==> config.mk <==
export PLATFORM = sky130hd
export DESIGN_NAME = control_unit
export DESIGN_NICKNAME = d
export VERILOG_FILES = /design/src/rtl/cpu_pkg.sv /design/src/rtl/control_decode.sv /design/src/rtl/control_unit.sv
export SDC_FILE = /design/constraint.sdc
export NUM_CORES = 1
export LEC_CHECK = 0
export CORE_UTILIZATION = 42
export DETAILED_ROUTE_END_ITERATION = 6
export PLACE_DENSITY = 0.91
export SLEW_MARGIN = 20
export SYNTH_ARGS = -nofsm -noshare
export SYNTH_HDL_FRONTEND = slang
export SYNTH_SLANG_ARGS = --single-unit
==> constraint.sdc <==
create_clock -name clk -period 4.76 [get_ports clk]
set_input_delay 1.19 -clock clk [delete_from_list [all_inputs] [get_ports clk]]
set_output_delay 1.19 -clock clk [all_outputs]
set_load 0.02 [all_outputs]
==> src/rtl/cpu_pkg.sv <==
// Shared constants for the 8-bit CPU: opcodes, ALU codes, bus selects, CCR bits, controller states.
// S_HALT exists only when CU_ILLEGAL_TRAP_EN is defined.
package cpu_pkg;

  localparam logic [7:0] OP_LDA_IMM = 8'h86;
  localparam logic [7:0] OP_LDA_DIR = 8'h87;
  localparam logic [7:0] OP_LDB_IMM = 8'h88;
  localparam logic [7:0] OP_LDB_DIR = 8'h89;
  localparam logic [7:0] OP_STA_DIR = 8'h96;
  localparam logic [7:0] OP_STB_DIR = 8'h97;
  localparam logic [7:0] OP_ADD_AB  = 8'h42;
  localparam logic [7:0] OP_SUB_AB  = 8'h43;
  localparam logic [7:0] OP_AND_AB  = 8'h44;
  localparam logic [7:0] OP_OR_AB   = 8'h45;
  localparam logic [7:0] OP_INCA    = 8'h46;
  localparam logic [7:0] OP_INCB    = 8'h47;
  localparam logic [7:0] OP_DECA    = 8'h48;
  localparam logic [7:0] OP_DECB    = 8'h49;
  localparam logic [7:0] OP_BRA     = 8'h20;
  localparam logic [7:0] OP_BMI     = 8'h21;
  localparam logic [7:0] OP_BEQ     = 8'h23;

  localparam logic [2:0] ALU_ADD = 3'b000;
  localparam logic [2:0] ALU_SUB = 3'b001;
  localparam logic [2:0] ALU_AND = 3'b010;
  localparam logic [2:0] ALU_OR  = 3'b011;
  localparam logic [2:0] ALU_INC = 3'b100;
  localparam logic [2:0] ALU_DEC = 3'b101;

  localparam logic [1:0] FROM_ALU    = 2'b00;
  localparam logic [1:0] FROM_TO_BUS = 2'b01;
  localparam logic [1:0] FROM_MEM    = 2'b10;

  localparam logic [1:0] TO_PC = 2'b00;
  localparam logic [1:0] TO_A  = 2'b01;
  localparam logic [1:0] TO_B  = 2'b10;

  localparam int CCR_N = 3;
  localparam int CCR_Z = 2;
  localparam int CCR_V = 1;
  localparam int CCR_C = 0;

  typedef enum logic [3:0] {
    S_FETCH_0  = 4'd0,
    S_FETCH_1  = 4'd1,
    S_FETCH_2  = 4'd2,
    S_DECODE_3 = 4'd3,
    S_EXEC_4   = 4'd4,
    S_EXEC_5   = 4'd5,
    S_EXEC_6   = 4'd6,
    S_EXEC_7   = 4'd7
`ifdef CU_ILLEGAL_TRAP_EN
    ,
    S_HALT     = 4'd8
`endif
  } state_t;

  typedef enum logic [2:0] {
    CLS_ILLEGAL = 3'd0,
    CLS_LD_IMM  = 3'd1,
    CLS_LD_DIR  = 3'd2,
    CLS_ST_DIR  = 3'd3,
    CLS_ALU     = 3'd4,
    CLS_BRANCH  = 3'd5
  } instr_class_t;

  typedef enum logic {
    REG_A = 1'b0,
    REG_B = 1'b1
  } reg_sel_t;

endpackage

==> src/rtl/control_decode.sv <==
// Combinational instruction decoder: classifies IR, picks the target register and ALU code,
// and evaluates the branch condition against the current flags.
module control_decode
  import cpu_pkg::*;
(
  input  logic [7:0]   i_ir,
  input  logic [3:0]   i_ccr,
  output instr_class_t o_instr_class,
  output reg_sel_t     o_reg_sel,
  output logic [2:0]   o_alu_code,
  output logic         o_branch_taken
);

  // V and C are not used by any branch in this instruction set.
  logic w_ccr_unused;
  assign w_ccr_unused = ^{i_ccr[CCR_V], i_ccr[CCR_C]};

  always_comb begin
    o_instr_class  = CLS_ILLEGAL;
    o_reg_sel      = REG_A;
    o_alu_code     = ALU_ADD;
    o_branch_taken = 1'b0;
    case (i_ir)
      OP_LDA_IMM: o_instr_class = CLS_LD_IMM;
      OP_LDB_IMM: begin o_instr_class = CLS_LD_IMM; o_reg_sel = REG_B; end
      OP_LDA_DIR: o_instr_class = CLS_LD_DIR;
      OP_LDB_DIR: begin o_instr_class = CLS_LD_DIR; o_reg_sel = REG_B; end
      OP_STA_DIR: o_instr_class = CLS_ST_DIR;
      OP_STB_DIR: begin o_instr_class = CLS_ST_DIR; o_reg_sel = REG_B; end
      OP_ADD_AB:  begin o_instr_class = CLS_ALU; o_alu_code = ALU_ADD; end
      OP_SUB_AB:  begin o_instr_class = CLS_ALU; o_alu_code = ALU_SUB; end
      OP_AND_AB:  begin o_instr_class = CLS_ALU; o_alu_code = ALU_AND; end
      OP_OR_AB:   begin o_instr_class = CLS_ALU; o_alu_code = ALU_OR;  end
      OP_INCA:    begin o_instr_class = CLS_ALU; o_alu_code = ALU_INC; end
      OP_DECA:    begin o_instr_class = CLS_ALU; o_alu_code = ALU_DEC; end
      OP_INCB:    begin o_instr_class = CLS_ALU; o_alu_code = ALU_INC; o_reg_sel = REG_B; end
      OP_DECB:    begin o_instr_class = CLS_ALU; o_alu_code = ALU_DEC; o_reg_sel = REG_B; end
      OP_BRA:     begin o_instr_class = CLS_BRANCH; o_branch_taken = 1'b1; end
      OP_BMI:     begin o_instr_class = CLS_BRANCH; o_branch_taken = i_ccr[CCR_N]; end
      OP_BEQ:     begin o_instr_class = CLS_BRANCH; o_branch_taken = i_ccr[CCR_Z]; end
      default:    ;
    endcase
  end

endmodule

==> src/rtl/control_unit.sv <==
// FSM controller for the 8-bit CPU: fetch, decode and execute with Moore strobes to the data path.
// Define CU_ILLEGAL_TRAP_EN to trap unknown opcodes into S_HALT instead of treating them as NOPs.
module control_unit
  import cpu_pkg::*;
(
  input  logic       clk,
  input  logic       reset,
  input  logic [7:0] IR,
  input  logic [3:0] CCR,
  output logic       IR_LOAD,
  output logic       MAR_LOAD,
  output logic       PC_LOAD,
  output logic       PC_INC,
  output logic       A_LOAD,
  output logic       B_LOAD,
  output logic       CCR_LOAD,
  output logic [2:0] ALU_SEL,
  output logic [1:0] FROM_MEMORY_BUS_SEL,
  output logic [1:0] TO_MEMORY_BUS_SEL,
  output logic       write,
  output logic       halted
);

  state_t       r_state;
  state_t       w_state_next;
  logic         r_taken;
  instr_class_t w_class;
  reg_sel_t     w_reg_sel;
  logic [2:0]   w_alu_code;
  logic         w_branch_taken;

  control_decode u_decode (
    .i_ir           (IR),
    .i_ccr          (CCR),
    .o_instr_class  (w_class),
    .o_reg_sel      (w_reg_sel),
    .o_alu_code     (w_alu_code),
    .o_branch_taken (w_branch_taken)
  );

  // The branch decision is frozen in D3 so later flag changes cannot alter E5/E6.
  always_ff @(posedge clk) begin
    if (reset) begin
      r_state <= S_FETCH_0;
      r_taken <= 1'b0;
    end else begin
      r_state <= w_state_next;
      if (r_state == S_DECODE_3) begin
        r_taken <= w_branch_taken;
      end
    end
  end

  always_comb begin
    w_state_next = r_state;
    case (r_state)
      S_FETCH_0:  w_state_next = S_FETCH_1;
      S_FETCH_1:  w_state_next = S_FETCH_2;
      S_FETCH_2:  w_state_next = S_DECODE_3;
      S_DECODE_3: begin
        if (w_class == CLS_ILLEGAL) begin
`ifdef CU_ILLEGAL_TRAP_EN
          w_state_next = S_HALT;
`else
          w_state_next = S_FETCH_0;
`endif
        end else begin
          w_state_next = S_EXEC_4;
        end
      end
      S_EXEC_4:   w_state_next = (w_class == CLS_ALU) ? S_FETCH_0 : S_EXEC_5;
      S_EXEC_5:   w_state_next = (w_class == CLS_BRANCH && !r_taken) ? S_FETCH_0 : S_EXEC_6;
      S_EXEC_6:   w_state_next = (w_class == CLS_LD_IMM || w_class == CLS_BRANCH) ?
                                 S_FETCH_0 : S_EXEC_7;
      S_EXEC_7:   w_state_next = S_FETCH_0;
`ifdef CU_ILLEGAL_TRAP_EN
      S_HALT:     w_state_next = S_HALT;
`endif
      default:    w_state_next = S_FETCH_0;
    endcase
  end

  always_comb begin
    IR_LOAD             = 1'b0;
    MAR_LOAD            = 1'b0;
    PC_LOAD             = 1'b0;
    PC_INC              = 1'b0;
    A_LOAD              = 1'b0;
    B_LOAD              = 1'b0;
    CCR_LOAD            = 1'b0;
    ALU_SEL             = ALU_ADD;
    FROM_MEMORY_BUS_SEL = FROM_ALU;
    TO_MEMORY_BUS_SEL   = TO_PC;
    write               = 1'b0;
    halted              = 1'b0;
    if (!reset) begin
      case (r_state)
        S_FETCH_0: begin
          TO_MEMORY_BUS_SEL   = TO_PC;
          FROM_MEMORY_BUS_SEL = FROM_TO_BUS;
          MAR_LOAD            = 1'b1;
        end
        S_FETCH_1: PC_INC = 1'b1;
        S_FETCH_2: begin
          FROM_MEMORY_BUS_SEL = FROM_MEM;
          IR_LOAD             = 1'b1;
        end
        S_EXEC_4: begin
          if (w_class == CLS_ALU) begin
            TO_MEMORY_BUS_SEL   = (w_reg_sel == REG_A) ? TO_A : TO_B;
            FROM_MEMORY_BUS_SEL = FROM_ALU;
            ALU_SEL             = w_alu_code;
            A_LOAD              = (w_reg_sel == REG_A);
            B_LOAD              = (w_reg_sel == REG_B);
            CCR_LOAD            = 1'b1;
          end else begin
            TO_MEMORY_BUS_SEL   = TO_PC;
            FROM_MEMORY_BUS_SEL = FROM_TO_BUS;
            MAR_LOAD            = 1'b1;
          end
        end
        S_EXEC_5: PC_INC = !(w_class == CLS_BRANCH && r_taken);
        S_EXEC_6: begin
          case (w_class)
            CLS_LD_IMM: begin
              FROM_MEMORY_BUS_SEL = FROM_MEM;
              A_LOAD              = (w_reg_sel == REG_A);
              B_LOAD              = (w_reg_sel == REG_B);
            end
            CLS_LD_DIR, CLS_ST_DIR: begin
              FROM_MEMORY_BUS_SEL = FROM_MEM;
              MAR_LOAD            = 1'b1;
            end
            CLS_BRANCH: begin
              FROM_MEMORY_BUS_SEL = FROM_MEM;
              PC_LOAD             = 1'b1;
            end
            default: ;
          endcase
        end
        S_EXEC_7: begin
          if (w_class == CLS_LD_DIR) begin
            FROM_MEMORY_BUS_SEL = FROM_MEM;
            A_LOAD              = (w_reg_sel == REG_A);
            B_LOAD              = (w_reg_sel == REG_B);
          end else if (w_class == CLS_ST_DIR) begin
            TO_MEMORY_BUS_SEL   = (w_reg_sel == REG_A) ? TO_A : TO_B;
            write               = 1'b1;
          end
        end
`ifdef CU_ILLEGAL_TRAP_EN
        S_HALT: halted = 1'b1;
`endif
        default: ;
      endcase
    end
  end

endmodule

==> summary.txt, run 1 <==
Global routing
  – Largest net degree at the start of global routing: 15
  – Global-route wire length before repair: 2.98 mm
  – Grt total ovfl: 0
  – All-Layer GR Usage: 27.0%
  – Number of global-route vias before repair: 707
  – Initial antenna violation count: 0

Timing
  – Crit share post-route: 98.1%
  – Final hold violation count: 0
  – Final Max Tran Viols: 0
  – Worst hold slack: 0.501 ns
  – Final setup viols: 0
  – Clock Skew: 0.000106 ns
  – Highest clock rate: 0.214 GHz
  – Minimum clock period: 4.67 ns
  – RSZ-0062 raised after global routing: false

Cells and area
  – Share of cells above drive strength 1: 20.8%
  – Post-layout net count: 141
  – Finished Layout Cells: 140
  – Design Area, Final: 1020 um^2
  – Most frequent cells in the layout: 18 x clkdlybuf4s50_1, 15 x buf_4, 9 x nor2_1
  – Area growth syn-to-layout: 69.2%
  – # diodes: 0
  – Commonest non-fill, non-tap cell in the layout: clkdlybuf4s50_1

Yosys
  – Ys Warns: 0
  – Synth Register Bits: 4
  – Sequential area share after synthesis: 13.3%
  – Mean Syn Cell Area: 7.00 um^2
  – Cells after Synth: 86
  – Mapped cell area: 602 um^2
  – Syn Nets: 100
  – Synth cell types: 42

Routing
  – Initial DRC count: 30
  – Avg WL per Cell: 14.2 um
  – Drt pass-1 iters: 4
  – Via count: 819
  – DRC: 0
  – Routed Antenna Nets: 0
  – Total wire length: 1.99 mm
  – Vias per cell: 5.85

Worst setup path
  – Setup CP Type: primary input to output pin
  – CP arrival: 3.48 ns
  – Internal reg-to-reg setup slack: 3.49 ns
  – Worst R2R End: r_state[2]
  – CP cell instances: clkdlybuf4s50_1, buf_4, nor4bb_1, a21oi_1, a311oi_2, clkdlybuf4s50_1
  – CP dominant cell by count: clkdlybuf4s50_1
  – Worst Reg-to-Reg Cells: 4
  – CP max stage cell: clkdlybuf4s50_1
  – CP required: 3.57 ns
  – Crit start category: primary input
  – Critical path peak fanout: 4
  – FF-to-FF Start: r_state[1]
  – CP max stage delay: 0.65 ns
  – Critical Path Sink Type: output pin

Clock tree
  – CTS clock-pin slew for the worst setup and hold paths: 0.04 ns
  – Num CTS Buffers: 3
  – CTS tree: yes
  – Setup bufs post-CTS: 0
  – Root Buffer: clkbuf_4
  – Clock Latency Late Sink: 0.24 ns
  – Max H-tree Level: 1
  – CTS max path bufs: 2
  – Total clock sinks: 4

Floorplan
  – Die Wd: 39.9 um
  – Die area: 1590 um^2
  – Placeable core region: 1320 um^2
  – I/O pin total: 30
  – Effective utilization at floorplan: 45.7%
  – Num rows: 13
  – Die boundary height: 39.9 um

Pwr
  – Switching share of power: 31.9%
  – Static Leak: 0.000494 uW
  – Pint: 91.7 uW
  – PwrDens: 132 nW/um^2
  – Maximum VDD drop: 0.0983 mV
  – Flop pwr share: 30.2%
  – Sw power: 42.9 uW
  – Clock power share: 31.7%
  – Combinational fraction of design power: 38.1%

Min path
  – Class of the worst hold path: flip-flop to flip-flop
  – Hold_sp: r_taken
  – WHS Path Cells: 2
  – Worst Hold Path EP: r_taken

Placed design
  – Placed cell area: 970 um^2
  – Placed cells: 137
  – Placer Congestion: 0.867
  – PortBufs: 26
  – Post-DP HPWL: 1.50 mm

Outcome
  – Status: complete, no violations

Job
  – Max-cap violations: 0
## final cells by class
class	instances	area [um^2]
Timing Repair Buffer	41	382
Sequential cell	4	80.1
Tap cell	15	18.8
Multi-Input combinational cell	73	500
Clock buffer	3	22.5
Fill cell	103	299
Inverter	4	15.0
## worst max-delay path, delay by kind of cell
family	cells	cell delay [ns]
AO/OA/AOI/OAI	2	0.57
buffers and inverters	3	1.27
AND/OR/NAND/NOR	1	0.44
## Yosys cell counts, drive strengths merged
cell	number	area, um^2
o2bb2ai	1	8.76
a31oi	2	12.5
or4b	1	13.8
a21boi	1	7.51
a311oi	2	17.5
inv	4	15.0
nand3	4	20.0
a2111oi	1	8.76
and2b	1	7.51
clkbuf	3	11.3
nor2	9	33.8
or3b	1	8.76
o21a	1	7.51
xnor2	2	17.5
and2	1	7.51
nor3	3	15.0
and3	1	6.26
a22o	1	8.76
a21oi	4	20.0
and3b	1	8.76
nand2b	4	25.0
nand2	5	18.8
nand3b	1	7.51
a311o	1	10.0
buf	2	12.5
conb	1	3.75
a21o	2	15.0
or2	1	6.26
mux2	1	11.3
nor3b	1	7.51
nor4b	4	41.3
a41o	1	10.0
nor2b	2	12.5
o21ai	5	25.0
nor4bb	1	10.0
o211ai	1	7.51
dfxtp	4	80.1
o31a	2	17.5
a211o	1	8.76
o21bai	2	15.0
## cells by family after synthesis
kind of cell           synth area share, %
multiplexers                          1.87
flip-flops                            13.3
AO/OA/AOI/OAI                         33.3
AND/OR/NAND/NOR                       41.6
other                                0.623
buffers and inverters                 6.44
XOR/XNOR                              2.91
## timing repair
item,4_1_cts,5_1_grt
resized for setup,3,8
pin swaps,1,0
endpoints found under the setup margin,4,6
hold buffers,0,0
## how the worst max path moves through the flow
stage | startpoint | endpoint
floorplan | IR[1] | ALU_SEL[1]
global placement | IR[4] | B_LOAD
detailed placement | IR[5] | B_LOAD
CTS | IR[3] | MAR_LOAD
global route | IR[5] | B_LOAD
finish | IR[7] | FROM_MEMORY_BUS_SEL[0]
## state kept, by name, summed over array words and instances, names as in the netlist
signal,count
r_state,3
r_taken,1
## stage by stage
stage | utilization [%] | total power (uW) | worst slack [ns] | TNS (ns)
3_3_place_gp | 73.6 | 89.0 | -0.0638 | -0.107
5_1_grt | 77.3 | 145 | 0.0382 | 0
4_1_cts | 75.0 | 135 | 0.000620 | 0
2_1_floorplan | - | 63.3 | 0.694 | 0
3_5_place_dp | 73.6 | 90.9 | -0.104 | -0.196
6_report | 77.3 | 135 | 0.0923 | 0
## per-layer routing
layer,vias to the layer above,GRT usage (%),routed length (um)
met5,-,0,0
met4,0,4.31,0
met3,0,5.68,126
met2,37,46.3,1020
met1,386,34.3,844
li1,396,-,-
## power by group through the flow
stage	Combinational [uW]	Sequential (uW)	Clock, uW
after detailed placement	50.1	40.7	0
after floorplan	26.8	36.5	0
after global placement	48.3	40.6	0
final	51.3	40.6	42.6
after global routing	54.8	41.0	49.2
after CTS	50.1	40.1	44.7
(Power assumes the default switching activity.)
==> run 2, diff against run 1 <==
Settings changed: GPL_TIMING_DRIVEN set to 0.
==> summary.txt, run 2 (synthesized netlist as in run 1, its figures left out) <==
Worst setup path
  – Crit start category: primary input (unchanged)
  – CP required: 3.57 ns (about the same)
  – CP cell instances: clkdlybuf4s50_1, or4b_4, a21o_1, o31a_1, nor4b_2, and2b_1, dlygate4sd2_1 (was clkdlybuf4s50_1, buf_4, nor4bb_1, a21oi_1, a311oi_2, clkdlybuf4s50_1)
  – Cell family with most CP delay: simple AND/OR/NAND/NOR gates (was buffers and inverters)
  – CP bufs+invs: 2 (was 3)
  – Critical path peak fanout: 4 (unchanged)
  – CP max stage delay: 0.59 ns (was 0.65 ns)
  – CP arrival: 3.46 ns (was 3.48 ns)
  – Critical Path Sink Type: output pin (unchanged)
  – CP max stage cell: or4b_4 (was clkdlybuf4s50_1)
  – Setup CP Type: primary input to output pin (unchanged)

Routing
  – Initial DRC count: 26 (was 30)
  – Avg WL per Cell: 12.5 um (was 14.2 um)
  – Routed wl met3: 93 um (was 126 um)
  – Met2 WL: 760 um (was 1.02 mm)
  – DRC: 0 (unchanged)
  – WL met1: 761 um (was 844 um)
  – Max layer used: met3 (unchanged)
  – Total wire length: 1.62 mm (was 1.99 mm)
  – Drt pass-1 iters: 4 (unchanged)
  – Routed Antenna Nets: 0 (unchanged)
  – Vias per cell: 5.95 (was 5.85)
  – Via count: 767 (was 819)

Global routing
  – Number of global-route vias before repair: 612 (was 707)
  – Grt total ovfl: 0 (unchanged)
  – Largest net degree at the start of global routing: 11 (was 15)
  – All-Layer GR Usage: 22.8% (was 27.0%)
  – Global-route wire length before repair: 2.45 mm (was 2.98 mm)
  – Initial antenna violation count: 0 (unchanged)

Min path
  – Class of the worst hold path: flip-flop to flip-flop (unchanged)

Cells and area
  – Largest Register: r_state (unchanged)
  – Area growth syn-to-layout: 55.7% (was 69.2%)
  – Fillers: 109 (was 103)
  – Finished Layout Cells: 129 (was 140)
  – Max reg flops: 3 (unchanged)
  – Share of cells above drive strength 1: 12.3% (was 20.8%)
  – # diodes: 0 (unchanged)
  – Layout Utilization: 71.1% (was 77.3%)
  – Commonest non-fill, non-tap cell in the layout: clkdlybuf4s50_1 (unchanged)
  – Design Area, Final: 937 um^2 (was 1020 um^2)
  – Post-layout net count: 130 (was 141)
  – Most frequent cells in the layout: 15 x clkdlybuf4s50_1, 9 x nor2_1, 6 x dlymetal6s2s_1, 5 x nand2_1, 5 x o21ai_0 (was 18 x clkdlybuf4s50_1, 15 x buf_4, 9 x nor2_1)
  – Top Registers: r_state (3), r_taken (1) (unchanged)

Floorplan
  – Die area: 1590 um^2 (unchanged)
  – Die Wd: 39.9 um (unchanged)
  – I/O pin total: 30 (unchanged)
  – Effective utilization at floorplan: 45.7% (unchanged)
  – Num rows: 13 (unchanged)
  – Die boundary height: 39.9 um (unchanged)
  – Placeable core region: 1320 um^2 (unchanged)

Placed design
  – PortBufs: 25 (was 26)
  – Placer Congestion: 0.890 (was 0.867)
  – Placed cell area: 871 um^2 (was 970 um^2)
  – Placed cells: 126 (was 137)
  – Post-DP HPWL: 1.24 mm (was 1.50 mm)

Job
  – Max-cap violations: 0 (unchanged)

Timing
  – Final hold violation count: 0 (unchanged)
  – Crit share post-route: 97.7% (was 98.1%)
  – Minimum clock period: 4.65 ns (was 4.67 ns)
  – Highest clock rate: 0.215 GHz (was 0.214 GHz)
  – Clock Skew: 0.00117 ns (was 0.000106 ns)
  – Final Max Tran Viols: 0 (unchanged)
  – Setup TNS: 0 ns (unchanged)
  – RSZ-0062 raised after global routing: false (unchanged)
  – Final setup viols: 0 (unchanged)

Clock tree
  – Root Buffer: clkbuf_4 (unchanged)
  – CTS max path bufs: 2 (unchanged)
  – CTS tree: yes (unchanged)
  – CTS clock-pin slew for the worst setup and hold paths: 0.04 ns (about the same)
  – Max H-tree Level: 1 (unchanged)
  – Clock Latency Late Sink: 0.23 ns (was 0.24 ns)
  – Setup bufs post-CTS: 0 (unchanged)
  – Num CTS Buffers: 3 (unchanged)
  – Total clock sinks: 4 (unchanged)

Pwr
  – Maximum VDD drop: 0.159 mV (was 0.0983 mV)
  – Power Total: 129 uW (was 135 uW)
  – PwrDens: 137 nW/um^2 (was 132 nW/um^2)
  – Static Leak: 0.000458 uW (was 0.000494 uW)

Outcome
  – Status: complete, no violations (unchanged)
## run 2: metal layers
layer | vias up | GRT usage, %
li1 | 381 | -
met1 | 356 | 29.3
met2 | 30 | 36.9
met3 | 0 | 8.52
met4 | 0 | 1.72
met5 | - | 0
## run 2: power breakdown
part           internal [uW]  total [uW]  switching, uW
Sequential              35.3        36.2          0.863
Combinational           24.2        50.4           26.2
Clock                   28.2        42.1           13.9
## run 2: final timing paths
kind	start	endpoint	slack (ns)	depth (start not counted)
worst max register to register	r_state[1]	r_state[2]	3.39	5
worst max-delay path	IR[4]	A_LOAD	0.11	7
worst min-delay path	r_taken	r_taken	0.49	2
worst min register to register	r_taken	r_taken	0.49	2
## run 2: area by class of cell
type                    instances  area (um^2)  share of cell area [%]
plain buffers                   5         23.8                    2.54
clock buffers                   3         22.5                    2.40
inverters                       4         15.0                    1.60
multi-input cells              73          515                    55.0
flip-flops and latches          4         80.1                    8.54
well taps                      15         18.8                    2.00
repair buffers                 25          262                    27.9
## run 2: tightest hold or removal path: cells and delay by family (launching register included)
family | cells | cell delay [ns]
AOI/OAI and AO/OA | 1 | 0.05
DFF | 1 | 0.33
and+or+nand+nor | 1 | 0.06
## run 2: timing repair
| item | CTS | global route |
|---|---|---|
| setup endpoints to repair | 5 | 5 |
| gates resized for setup | 6 | 10 |
| hold buffers | 0 | 0 |
## run 2: per-stage QoR
step	setup slack, ns	hold slack, ns
after floorplan	0.694	0.454
after global placement	-0.114	0.481
after detailed placement	-0.130	0.489
after CTS	-0.0147	0.494
after global routing	0.0205	0.510
final	0.108	0.494
==> patch (config.mk and constraints of run 1) <==
Put a register stage on the output `PC_INC`, with the module's reset. The value now appears one clock later. The other outputs are not delayed to match.
--- a/src/rtl/control_unit.sv
+++ b/src/rtl/control_unit.sv
@@ -20,6 +20,8 @@
   output logic       write,
   output logic       halted
 );
+
+  logic PC_INC_d;
 
   state_t       r_state;
   state_t       w_state_next;
@@ -84,7 +86,7 @@
     IR_LOAD             = 1'b0;
     MAR_LOAD            = 1'b0;
     PC_LOAD             = 1'b0;
-    PC_INC              = 1'b0;
+    PC_INC_d            = 1'b0;
     A_LOAD              = 1'b0;
     B_LOAD              = 1'b0;
     CCR_LOAD            = 1'b0;
@@ -100,7 +102,7 @@
           FROM_MEMORY_BUS_SEL = FROM_TO_BUS;
           MAR_LOAD            = 1'b1;
         end
-        S_FETCH_1: PC_INC = 1'b1;
+        S_FETCH_1: PC_INC_d = 1'b1;
         S_FETCH_2: begin
           FROM_MEMORY_BUS_SEL = FROM_MEM;
           IR_LOAD             = 1'b1;
@@ -119,7 +121,7 @@
             MAR_LOAD            = 1'b1;
           end
         end
-        S_EXEC_5: PC_INC = !(w_class == CLS_BRANCH && r_taken);
+        S_EXEC_5: PC_INC_d = !(w_class == CLS_BRANCH && r_taken);
         S_EXEC_6: begin
           case (w_class)
             CLS_LD_IMM: begin
@@ -156,5 +158,13 @@
     end
   end
 
+  always_ff @(posedge clk) begin
+    if (reset) begin
+      PC_INC <= '0;
+    end else begin
+      PC_INC <= PC_INC_d;
+    end
+  end
+
 endmodule
 
Behaviour: not the same (a bounded check fails within 4 cycles, from zero or initial values and one cycle with reset high).
==> patch against run 1 <==
  * Design area grew 7.2%
  * Combinational power grew 13%
  * Sequential cell count grew 1
  * Via count grew 12%
  * Synthesized area grew 18%
  * Routed wire length grew 1.8%
  * Clock power grew 11%
  * Setup slack lost 4.1 ps
  * Total power grew 15%
  * Highest routed layer is now met4
==> patch: results (changes against run 1) <==
[metrics] maximum fanout count along the critical path: 7 (was 4)
[metrics] R2R Setup Slk: 3270 ps (was 3490 ps)
[metrics] Worst setup endpoint: A_LOAD (was FROM_MEMORY_BUS_SEL[0])
[metrics] mux cell area share after synthesis: 0 (was 0.01871)
[metrics] post-synth cell types: 49 (was 42)
[metrics] area after detailed placement: 1039 µm² (was 969.7 µm²)
[metrics] Worst setup startpoint: IR[6] (was IR[7])
[metrics] run status: complete, no violations (unchanged)
[metrics] Detailed Route Iter0 Violations: 26 (was 30)
[metrics] FILL cells: 130 (was 103)
[metrics] startpoint of the worst-slack reg-to-reg timing path: r_state[0]$_SDFF_PP0_ (was r_state[1]$_SDFF_PP0_)
[metrics] fraction of layout cells with a size suffix above 1: 0.1955 (was 0.2080)
[metrics] overall track demand over capacity in global routing: 0.2131 (was 0.2699)
[metrics] Post-route DRC: 0 (unchanged)
[metrics] Final Skew: 0.8394 ps (was 0.1055 ps)
[metrics] half-perimeter wire length after placement: 1.578 mm (was 1.496 mm)
[metrics] Reg-to-Reg End: r_taken$_SDFFE_PP0P_ (was r_state[2]$_SDFF_PP0_)
[metrics] placed cells: 144 (was 137)
[metrics] top flop regs: r_state (3), PC_INC (1), r_taken (1) (was r_state (3), r_taken (1))
[metrics] Synth top cells by count: nor2_1 (13), nand2_1 (11), clkbuf_1 (5), dfxtp_1 (5), inv_1 (4) (was nor2_1 (9), nand2_1 (5), o21ai_0 (5))
[metrics] final estimated routing congestion in global placement: 0.8231 (was 0.8672)
[metrics] largest vdd supply drop: 0.2551 mV (was 0.09827 mV)
[metrics] mean cell area of the mapped netlist: 7.191 µm² (was 6.998 µm²)
[metrics] biggest area contributors in the synthesized netlist: dfxtp_1 (14%), nor2_1 (6.9%), nand2_1 (5.8%) (was dfxtp_1 (13%), nor2_1 (5.6%), nor4b_1 (4.4%))
[metrics] fin nets: 148 (was 141)
[metrics] total via count in the routed design: 915 (was 819)
[metrics] synthesized-area fraction occupied by ao, oa, aoi and oai cells: 0.3058 (was 0.3326)
[metrics] net count of the mapped netlist: 113 (was 100)
[metrics] post-DR vias/cell: 6.141 (was 5.850)
-- patch: changes by cell type after synthesis, moves of 3 or more --
cell            run 1  this run
nand2_1             5        11
nor2_1              9        13
nand3_1             4         1
nor4_1              0         3
-- patch: cell type report --
type / instances / share of cell area
inverters: 4 / 0.01375
well taps: 16 / 0.01833
multi-input cells: 82 / 0.5223
repair buffers: 38 / 0.3299
clock buffers: 4 / 0.02405
flip-flops and latches: 5 / 0.09164
-- patch: worst min-delay path by stage --
stage | from | to | slack [ps] | cells past startpoint
after floorplan | r_state[0]$_SDFF_PP0_ | PC_INC$_SDFF_PP0_ | 510 | 2
after global placement | r_taken$_SDFFE_PP0P_ | PC_INC$_SDFF_PP0_ | 580 | 3
after detailed placement | r_taken$_SDFFE_PP0P_ | r_state[1]$_SDFF_PP0_ | 570 | 2
after CTS | r_taken$_SDFFE_PP0P_ | r_state[1]$_SDFF_PP0_ | 590 | 2
after global routing | r_taken$_SDFFE_PP0P_ | r_state[1]$_SDFF_PP0_ | 610 | 2
final | r_taken$_SDFFE_PP0P_ | r_state[1]$_SDFF_PP0_ | 590 | 2
-- patch: what timing repair did --
item,4_1_cts,5_1_grt
hold endpoints to repair,0,0
buffers inserted,0,1
endpoints found under the setup margin,0,6
resized for setup,0,6
-- patch: layer usage --
layer  global-route usage  share of wire  up-vias
met5                    0              0        -
met4              0.03636          0.015        0
met3              0.06809          0.083        4
met2               0.3284           0.48       54
met1               0.2919           0.42      420
li1                     -              -      437
-- patch: worst max-delay path: stages --
cell	delay, ps
clkdlybuf4s50_1	540
or4b_4	520
a21oi_4	230
a21o_1	200
o311ai_4	90
nor2_1	100
clkdlybuf4s50_1	610
-- patch: where the power goes --
part	switching, mW	internal, mW
clock network	0.0157	0.0316
registers	0.00539	0.0443
logic	0.0287	0.0292
total	0.0498	0.105
